[src/rtl/mem_bus_arbiter.sv]
// Round-robin arbiter that shares one memory port among NUM_REQ cache controllers,
// with a watchdog that aborts transactions memory never acknowledges.
module mem_bus_arbiter #(
  parameter int NUM_REQ    = 2,
  parameter int ADDR_WIDTH = 32,
  parameter int DATA_WIDTH = 32,
  parameter int TIMEOUT    = 255,
  localparam int IDW       = (NUM_REQ > 1) ? $clog2(NUM_REQ) : 1
) (
  input  logic                             clk,
  input  logic                             reset,
  input  logic [NUM_REQ-1:0]               req,
  input  logic [NUM_REQ-1:0]               req_we,
  input  logic [NUM_REQ*ADDR_WIDTH-1:0]    req_addr,
  input  logic [NUM_REQ*DATA_WIDTH-1:0]    req_wdata,
  output logic [NUM_REQ-1:0]               gnt,
  output logic [IDW-1:0]                   gnt_id,
  output logic [NUM_REQ-1:0]               done,
  output logic                             err,
  output logic [DATA_WIDTH-1:0]            rdata,
  output logic                             busy,
  output logic                             mem_req,
  output logic                             mem_we,
  output logic [ADDR_WIDTH-1:0]            mem_addr,
  output logic [DATA_WIDTH-1:0]            mem_wdata,
  input  logic                             mem_ready,
  input  logic [DATA_WIDTH-1:0]            mem_rdata,
  output logic [1:0]                       state_dbg
);

  localparam logic [1:0] S_IDLE = 2'd0;
  localparam logic [1:0] S_MEM  = 2'd1;
  localparam logic [1:0] S_RESP = 2'd2;

  localparam logic [IDW-1:0] LAST_ID = IDW'(NUM_REQ - 1);
  localparam logic [15:0]    WD_LAST = 16'(TIMEOUT - 1);

  logic [1:0]     state;
  logic [IDW-1:0] ptr;
  logic [15:0]    wd;
  logic           found;
  logic [IDW-1:0] winner;
  logic [IDW-1:0] idx;

  // First requester at or above ptr, wrapping.
  always_comb begin
    found  = 1'b0;
    winner = '0;
    idx    = '0;
    for (int i = 0; i < NUM_REQ; i++) begin
      idx = IDW'((int'(ptr) + i) % NUM_REQ);
      if (!found && req[idx]) begin
        found  = 1'b1;
        winner = idx;
      end
    end
  end

  // Memory handshake: mem_req is a level, held with mem_we/mem_addr/mem_wdata stable,
  // until mem_ready is sampled high in MEM; that edge completes the transfer and
  // mem_rdata is taken in the same cycle. mem_ready outside MEM has no effect.
  always_ff @(posedge clk or negedge reset) begin
    if (!reset) begin
      state     <= S_IDLE;
      ptr       <= '0;
      wd        <= '0;
      gnt       <= '0;
      gnt_id    <= '0;
      done      <= '0;
      err       <= 1'b0;
      rdata     <= '0;
      mem_req   <= 1'b0;
      mem_we    <= 1'b0;
      mem_addr  <= '0;
      mem_wdata <= '0;
    end else begin
      case (state)
        S_IDLE: begin
          if (found) begin
            state     <= S_MEM;
            gnt       <= NUM_REQ'(1) << winner;
            gnt_id    <= winner;
            mem_req   <= 1'b1;
            mem_we    <= req_we[winner];
            mem_addr  <= req_addr[int'(winner)*ADDR_WIDTH +: ADDR_WIDTH];
            mem_wdata <= req_wdata[int'(winner)*DATA_WIDTH +: DATA_WIDTH];
            wd        <= '0;
          end
        end
        S_MEM: begin
          wd <= wd + 16'd1;
          // An acknowledge in the watchdog's final cycle still counts as success.
          if (mem_ready || wd == WD_LAST) begin
            err     <= !mem_ready;
            rdata   <= (mem_ready && !mem_we) ? mem_rdata : '0;
            done    <= gnt;
            gnt     <= '0;
            mem_req <= 1'b0;
            ptr     <= (gnt_id == LAST_ID) ? '0 : gnt_id + 1'b1;
            state   <= S_RESP;
          end
        end
        S_RESP: begin
          done  <= '0;
          err   <= 1'b0;
          state <= S_IDLE;
        end
        default: state <= S_IDLE;
      endcase
    end
  end

  assign busy      = (state != S_IDLE);
  assign state_dbg = state;

endmodule

[config.mk]
export PLATFORM = sky130hd
export DESIGN_NAME = mem_bus_arbiter
export DESIGN_NICKNAME = d
export VERILOG_FILES = /design/src/rtl/mem_bus_arbiter.sv
export SDC_FILE = /design/constraint.sdc
export NUM_CORES = 1
export LEC_CHECK = 0
export CAP_MARGIN = 5
export CORE_ASPECT_RATIO = 0.75
export CORE_MARGIN = 2
export CORE_UTILIZATION = 40
export CTS_BUF_LIST = sky130_fd_sc_hd__clkbuf_16
export CTS_CLUSTER_SIZE = 24
export DETAILED_ROUTE_END_ITERATION = 7
export HOLD_SLACK_MARGIN = 0.12
export PLACE_DENSITY = 0.77
export SLEW_MARGIN = 20
export SYNTH_ARGS = -nofsm -noshare
export SYNTH_HDL_FRONTEND = slang
export SYNTH_SLANG_ARGS = --single-unit
[constraint.sdc]
create_clock -name clk -period 2.2 [get_ports clk]
set_input_delay 0.22 -clock clk [delete_from_list [all_inputs] [get_ports clk]]
set_output_delay 0.22 -clock clk [all_outputs]
set_load 0.02 [all_outputs]
==> Yosys cells after proc, flatten, opt, wreduce, memory -nomap -nowiden <==
Index checks and enable logic that the tools add are counted.
{ "totals": {"register_bits": 123, "inputBits": 167} }
{ "classes": {"addsub": 3, "magnitude_cmp": 3, "n_eq_ne": 5, "shifts": 3, "n_mux": 27, "n_reduce_logical": 16} }
{ "op_table": {"columns": ["op", "n"], "rows": [
  ["indexed part select 64 x 7 -> 32 bit", 2],
  ["2-to-1 mux 32 bit", 1],
  ["case mux 16 bit (2 select lines)", 1],
  ["adder 16 x 1 -> 16 bit, second input constant", 1],
  ["== test 16 x 8 -> 1 bit, second input constant", 1],
  ["2-to-1 mux 16 bit", 1],
  ["2-to-1 mux 1 bit", 14],
  ["case mux 2 bit (2 select lines)", 3],
  ["2-to-1 mux 2 bit", 5],
  ["AND reduction 2 bit", 5],
  ["< comparator 1 x 2 -> 1 bit, second input constant", 3],
  ["nonzero test 2 bit", 3],
  ["!= test 2 bit, second input constant", 2],
  ["case mux 1 bit (2 select lines)", 2],
  ["logical NOT 1 bit", 3],
  ["AND reduction 3 bit", 1],
  ["adder 1 bit, second input constant", 2],
  ["== test 2 x 1 -> 1 bit, second input constant", 1],
  ["== test 2 bit, second input constant", 1],
  ["logical AND 1 bit", 2],
  ["logical NOT 2 bit", 1],
  ["<< shifter 1 x 1 -> 2 bit, first input constant", 1],
  ["logical OR 1 bit", 1]
]} }

==> Depth between registers and ports, before layout <==
Gate-level depths: netlist of run 1.
{ "logic_depth": {"ltp_word": 9, "ltp_mapped": 7} }

==> Least setup slack after synthesis of run 1 <==
Ideal clock, no wire load.
{ "synth_path": {"kind": "register to register", "startpoint": "register wd[0]", "endpoint": "register rdata[19]", "setup_time_ns": 0.121, "arrival_ns": 1.486, "t_required_ns": 2.079, "setup_slack_ns": 0.593, "stages_incl_launch_ff": 8, "period_less_slack_ns": 1.607, "cell_sequence": "dfrtp_1 > inv_1 > ha_1 > nor4b_2 > a41o_2 > nand2_4 > buf_6 > a22o_1"} }
{ "synth_via": {"elab_chain_cells": 3} }
{ "synth_rtl": {"columns": ["item", "line", "source"], "rows": [
  ["start: declaration", "40", "logic [15:0] wd;"],
  ["start signal: assignment", "91", "wd <= wd + 16'd1;"],
  ["== test 16 x 8 -> 1 bit", "93", "if (mem_ready || wd == WD_LAST) begin"],
  ["logical OR 1 bit", "93", null],
  ["AND reduction 2 bit (no source line)", null, null],
  ["end signal: assignment", "95", "rdata <= (mem_ready && !mem_we) ? mem_rdata : '0;"],
  ["end: declaration", "20", "output logic [DATA_WIDTH-1:0] rdata,"]
]} }
Every way passes these cells.
A chain may end at the register's enable or synchronous reset.

==> Worst setup path in the final report of run 1 <==
{ "layout_path": {"startpoint": "register state[0] (netlist: state_dbg[0])", "endpoint": "output port busy"} }
{ "layout_via": {"elab_chain_cells": 1} }
{ "layout_rtl": {"columns": ["item", "line", "source"], "rows": [
  ["start: declaration", "38", "logic [1:0] state;"],
  ["start signal: assignment", "64", "state <= S_IDLE;"],
  ["start signal: assignment", "80", "state <= S_MEM;"],
  ["start signal: assignment", "100", "state <= S_RESP;"],
  ["nonzero test 2 bit", "113", "assign busy = (state != S_IDLE);"],
  ["end: declaration", "21", "output logic busy,"]
]} }
Every way passes these cells.

==> results of run 1 <==
-- stage by stage --
step | area [µm²] | power [W] | cells | util [%]
CTS | 9012 | 0.01273 | 947 | 68.76
detailed placement | 8366 | 0.009641 | 914 | 63.82
global placement | 8366 | 0.009507 | 914 | 63.82
global route | 9012 | 0.01331 | 947 | 68.76
floorplan | 5431 | 0.006745 | 494 | -
finish | 9012 | 0.01261 | 947 | 68.76
-- cells in the mapped netlist --
| cell | count | area (µm²) |
|---|---|---|
| and2_1 | 1 | 6.260 |
| o2111a_1 | 1 | 11.26 |
| a31oi_1 | 5 | 31.28 |
| o21ai_1 | 3 | 15.01 |
| buf_2 | 16 | 80.08 |
| a22o_1 | 32 | 280.3 |
| o21ai_2 | 1 | 8.760 |
| buf_4 | 4 | 30.03 |
| nor4b_2 | 1 | 15.01 |
| a2bb2oi_1 | 2 | 17.52 |
| o31a_1 | 1 | 8.760 |
| inv_1 | 8 | 30.03 |
| mux2i_1 | 66 | 660.6 |
| and2b_1 | 1 | 7.510 |
| buf_6 | 3 | 33.78 |
| nand2_4 | 1 | 11.26 |
| o21ai_0 | 79 | 395.4 |
| o21bai_1 | 1 | 7.510 |
| nand3_1 | 9 | 45.04 |
| a31o_2 | 1 | 8.760 |
| ha_1 | 2 | 25.02 |
| o311ai_0 | 1 | 8.760 |
| o31ai_1 | 4 | 30.03 |
| nor2_1 | 6 | 22.52 |
| a41o_2 | 1 | 11.26 |
| and4bb_2 | 1 | 12.51 |
| nand4_1 | 5 | 31.28 |
| and4_1 | 3 | 26.28 |
| xor2_1 | 1 | 8.760 |
| nor3_2 | 1 | 10.01 |
| a41oi_1 | 3 | 26.28 |
| clkbuf_1 | 11 | 41.29 |
| o211ai_1 | 3 | 22.52 |
| nand2_1 | 81 | 304.0 |
| dfrtp_1 | 123 | 3078 |
| o22ai_1 | 2 | 12.51 |
| nand2b_1 | 1 | 6.260 |
| a21oi_1 | 4 | 20.02 |
| and3_1 | 2 | 12.51 |
| nor3_1 | 2 | 10.01 |
| o21a_1 | 1 | 7.510 |
-- power by group --
group	switching (W)	internal, W	leakage [nW]
clock network	0.00109	0.00192	0.298
registers	0.000678	0.00326	1.56
logic	0.00294	0.00272	2.20
-- flip-flops by register name, summed over array words and instances (netlist names) --
signal / cells
mem_req: 1
rdata: 32
mem_wdata: 32
done: 2
mem_addr: 32
wd: 16
ptr: 1
state_dbg: 2
gnt_id: 1
gnt: 2
err: 1
mem_we: 1
-- worst max-delay path, stage by stage, from the launching register on --
cell and delay (ns):
dfrtp_1 0.58, nor2_1 0.12, inv_1 0.08, clkdlybuf4s50_1 0.62
-- routing by layer --
layer / vias up / wire length (µm) / part of all wire [%]
li1: 2323 / - / -
met1: 2338 / 6629 / 41
met2: 175 / 8133 / 50
met3: 24 / 1289 / 7.9
met4: 0 / 303 / 1.9
met5: - / 0 / 0
-- layout by cell type, fill, tap and decap left out, drive strengths merged, types with 2 or more instances in the layout --
cell type,netlist,layout
a41oi,3,3
dfrtp,123,123
clkinvlp,0,4
clkdlybuf4s50,0,272
nor2,6,6
a21oi,4,4
bufinv,0,4
o211ai,3,3
o21ai,83,83
a31oi,5,5
o31ai,4,4
inv,8,14
a2bb2oi,2,2
buf,23,11
nand2,82,82
nand4,5,5
o22ai,2,2
nand3,9,9
nor3,3,3
ha,2,2
clkbuf,11,17
and3,2,2
a22o,32,32
and4,3,3
mux2i,66,66
-- worst paths after layout --
check / start / to / slack [ns] / cells after the start
worst max register to register: wd[0]$_DFFE_PN0P_ / rdata[30]$_DFFE_PN0P_ / 0.32 / 6
worst max-delay path: state_dbg[0]$_DFFE_PN0P_ / busy / 0.18 / 3
worst min register to register: mem_addr[0]$_DFFE_PN0P_ / mem_addr[0]$_DFFE_PN0P_ / 0.48 / 2
min in group clk: mem_rdata[16] / rdata[16]$_DFFE_PN0P_ / 0.41 / 2
max in group asynchronous: reset / mem_wdata[15]$_DFFE_PN0P_ / 1.16 / 3
worst min-delay path: reset / mem_addr[0]$_DFFE_PN0P_ / 0.39 / 2
-- repair_timing --
action / in CTS / in global routing
hold endpoints to repair: 44 / 0
gates resized for setup: 0 / 0
endpoints found under the setup margin: 0 / 0
hold buffers: 1 / 0
-- area by class of cell --
cell class	count	area, µm²	area share [%]
timing repair buffer	284	2890	32.07
inverter	8	30.03	0.3332
multi-input combinational	329	2163	24.00
sequential	123	3078	34.15
tap	171	214.0	2.374
clock inverter	15	211.5	2.346
clock buffer	17	425.4	4.720
-- kinds of logic (layout without fill, tap and decap cells) --
family,Yosys count,count (layout),synth area share [%]
buffers and inverters,42,324,3.962
AOI/OAI and AO/OA,145,145,17.00
xor gates and xnor gates,1,1,0.1613
and+or+nand+nor,115,115,9.583
adders and majority gates,2,2,0.4606
muxes,66,66,12.16
DFF,123,123,56.67
==> out/results.ini, run 1 <==
[detailed_routing]
via_per_inst=5.132
vias=4860
route.detailed.drc=0
routed_wl_um=16360
first_pass_iters=4
ant_nets=0
initialDrtViolationCount=321
wl_per_cell_um=17.27

[min_path]
min_path_type=in -> async

[clock_tree]
clk_latency_ns=0.41
cts_buffers=17
path_clk_slew_ns=0.06
postCtsSetupBuffers=0
cts_tree=built
clock_path_buffers=2
clock_sinks=123
cts_htree_levels=4
cts-root-buf=clkbuf_16

[die]
dieArea_um2=14540
fp.dieH_um=104.9
die_w_um=138.6
core_area_um2=13110
initial_utilization_pct=41.44
rows=36
num_io_pins=274

[run_status]
outcome=finished clean

[timing]
fmax_mhz=495.8
final-hold-violation-count=0
worst_slew_pin_slew_ns=0.7606
finalSetupViolCount=0
slew_headroom_pct=48.86
finClkSkew_ns=0.009464
fin_crit_sh_pct=91.68
rsz0062_at_grt=no
layout_setup_ws_ns=0.1830
finalCriticalPeriod_ns=2.017
tns_ns=0
finalHoldWorstSlack_ns=0.3888
maxSlewViolCount=0

[place]
gp_congestion=0.8682
dp_slack_ns=0.3012
dp_hpwl_um=11930
portBuffers=273

[finish]
nets=932
drive_gt1_share_pct=6.572
area_growth_pct=65.93
diodes=0
fillers=973

[power]
ir_drop_uv=904.5
p_leak_nw=4.057
power.density_nw_per_um2=1400

[global_routing]
grt_use_total_pct=22.71
grt_pass1_wl_um=26120
antenna_found_initial=0
grt-ovfl-total=0
globalRouteMet2Util_pct=39.32
grtUsageMet1_pct=26.27
grt_max_degree=72
met3_usage_pct=7.929
grt_pass1_vias=5074
top_usage_layer=met2

[synth]
synth_nets=663
syn-cell-area_um2=5431
synth_area_per_cell_um2=10.99
yosysSeqAreaShare_pct=56.67
syn_inst=494
synth_cell_type_count=41
ys_ff_latch=123
ys_warn_count=0

[critical_path]
critPathCaptureType=output pin
worst_setup_path_start_kind=flop
arrival_ns=1.80
worstPathRequired_ns=1.98
crit_fanout=11
critPathKind=reg -> out

[run]
drv_cap=0

(Power assumes the default switching activity.)
==> run 2, diff against run 1 <==
- CTS_CLUSTER_SIZE: 24 -> 25
==> results of run 2 <==
No change in the layout: final DEF, timing and power equal those of run 1.
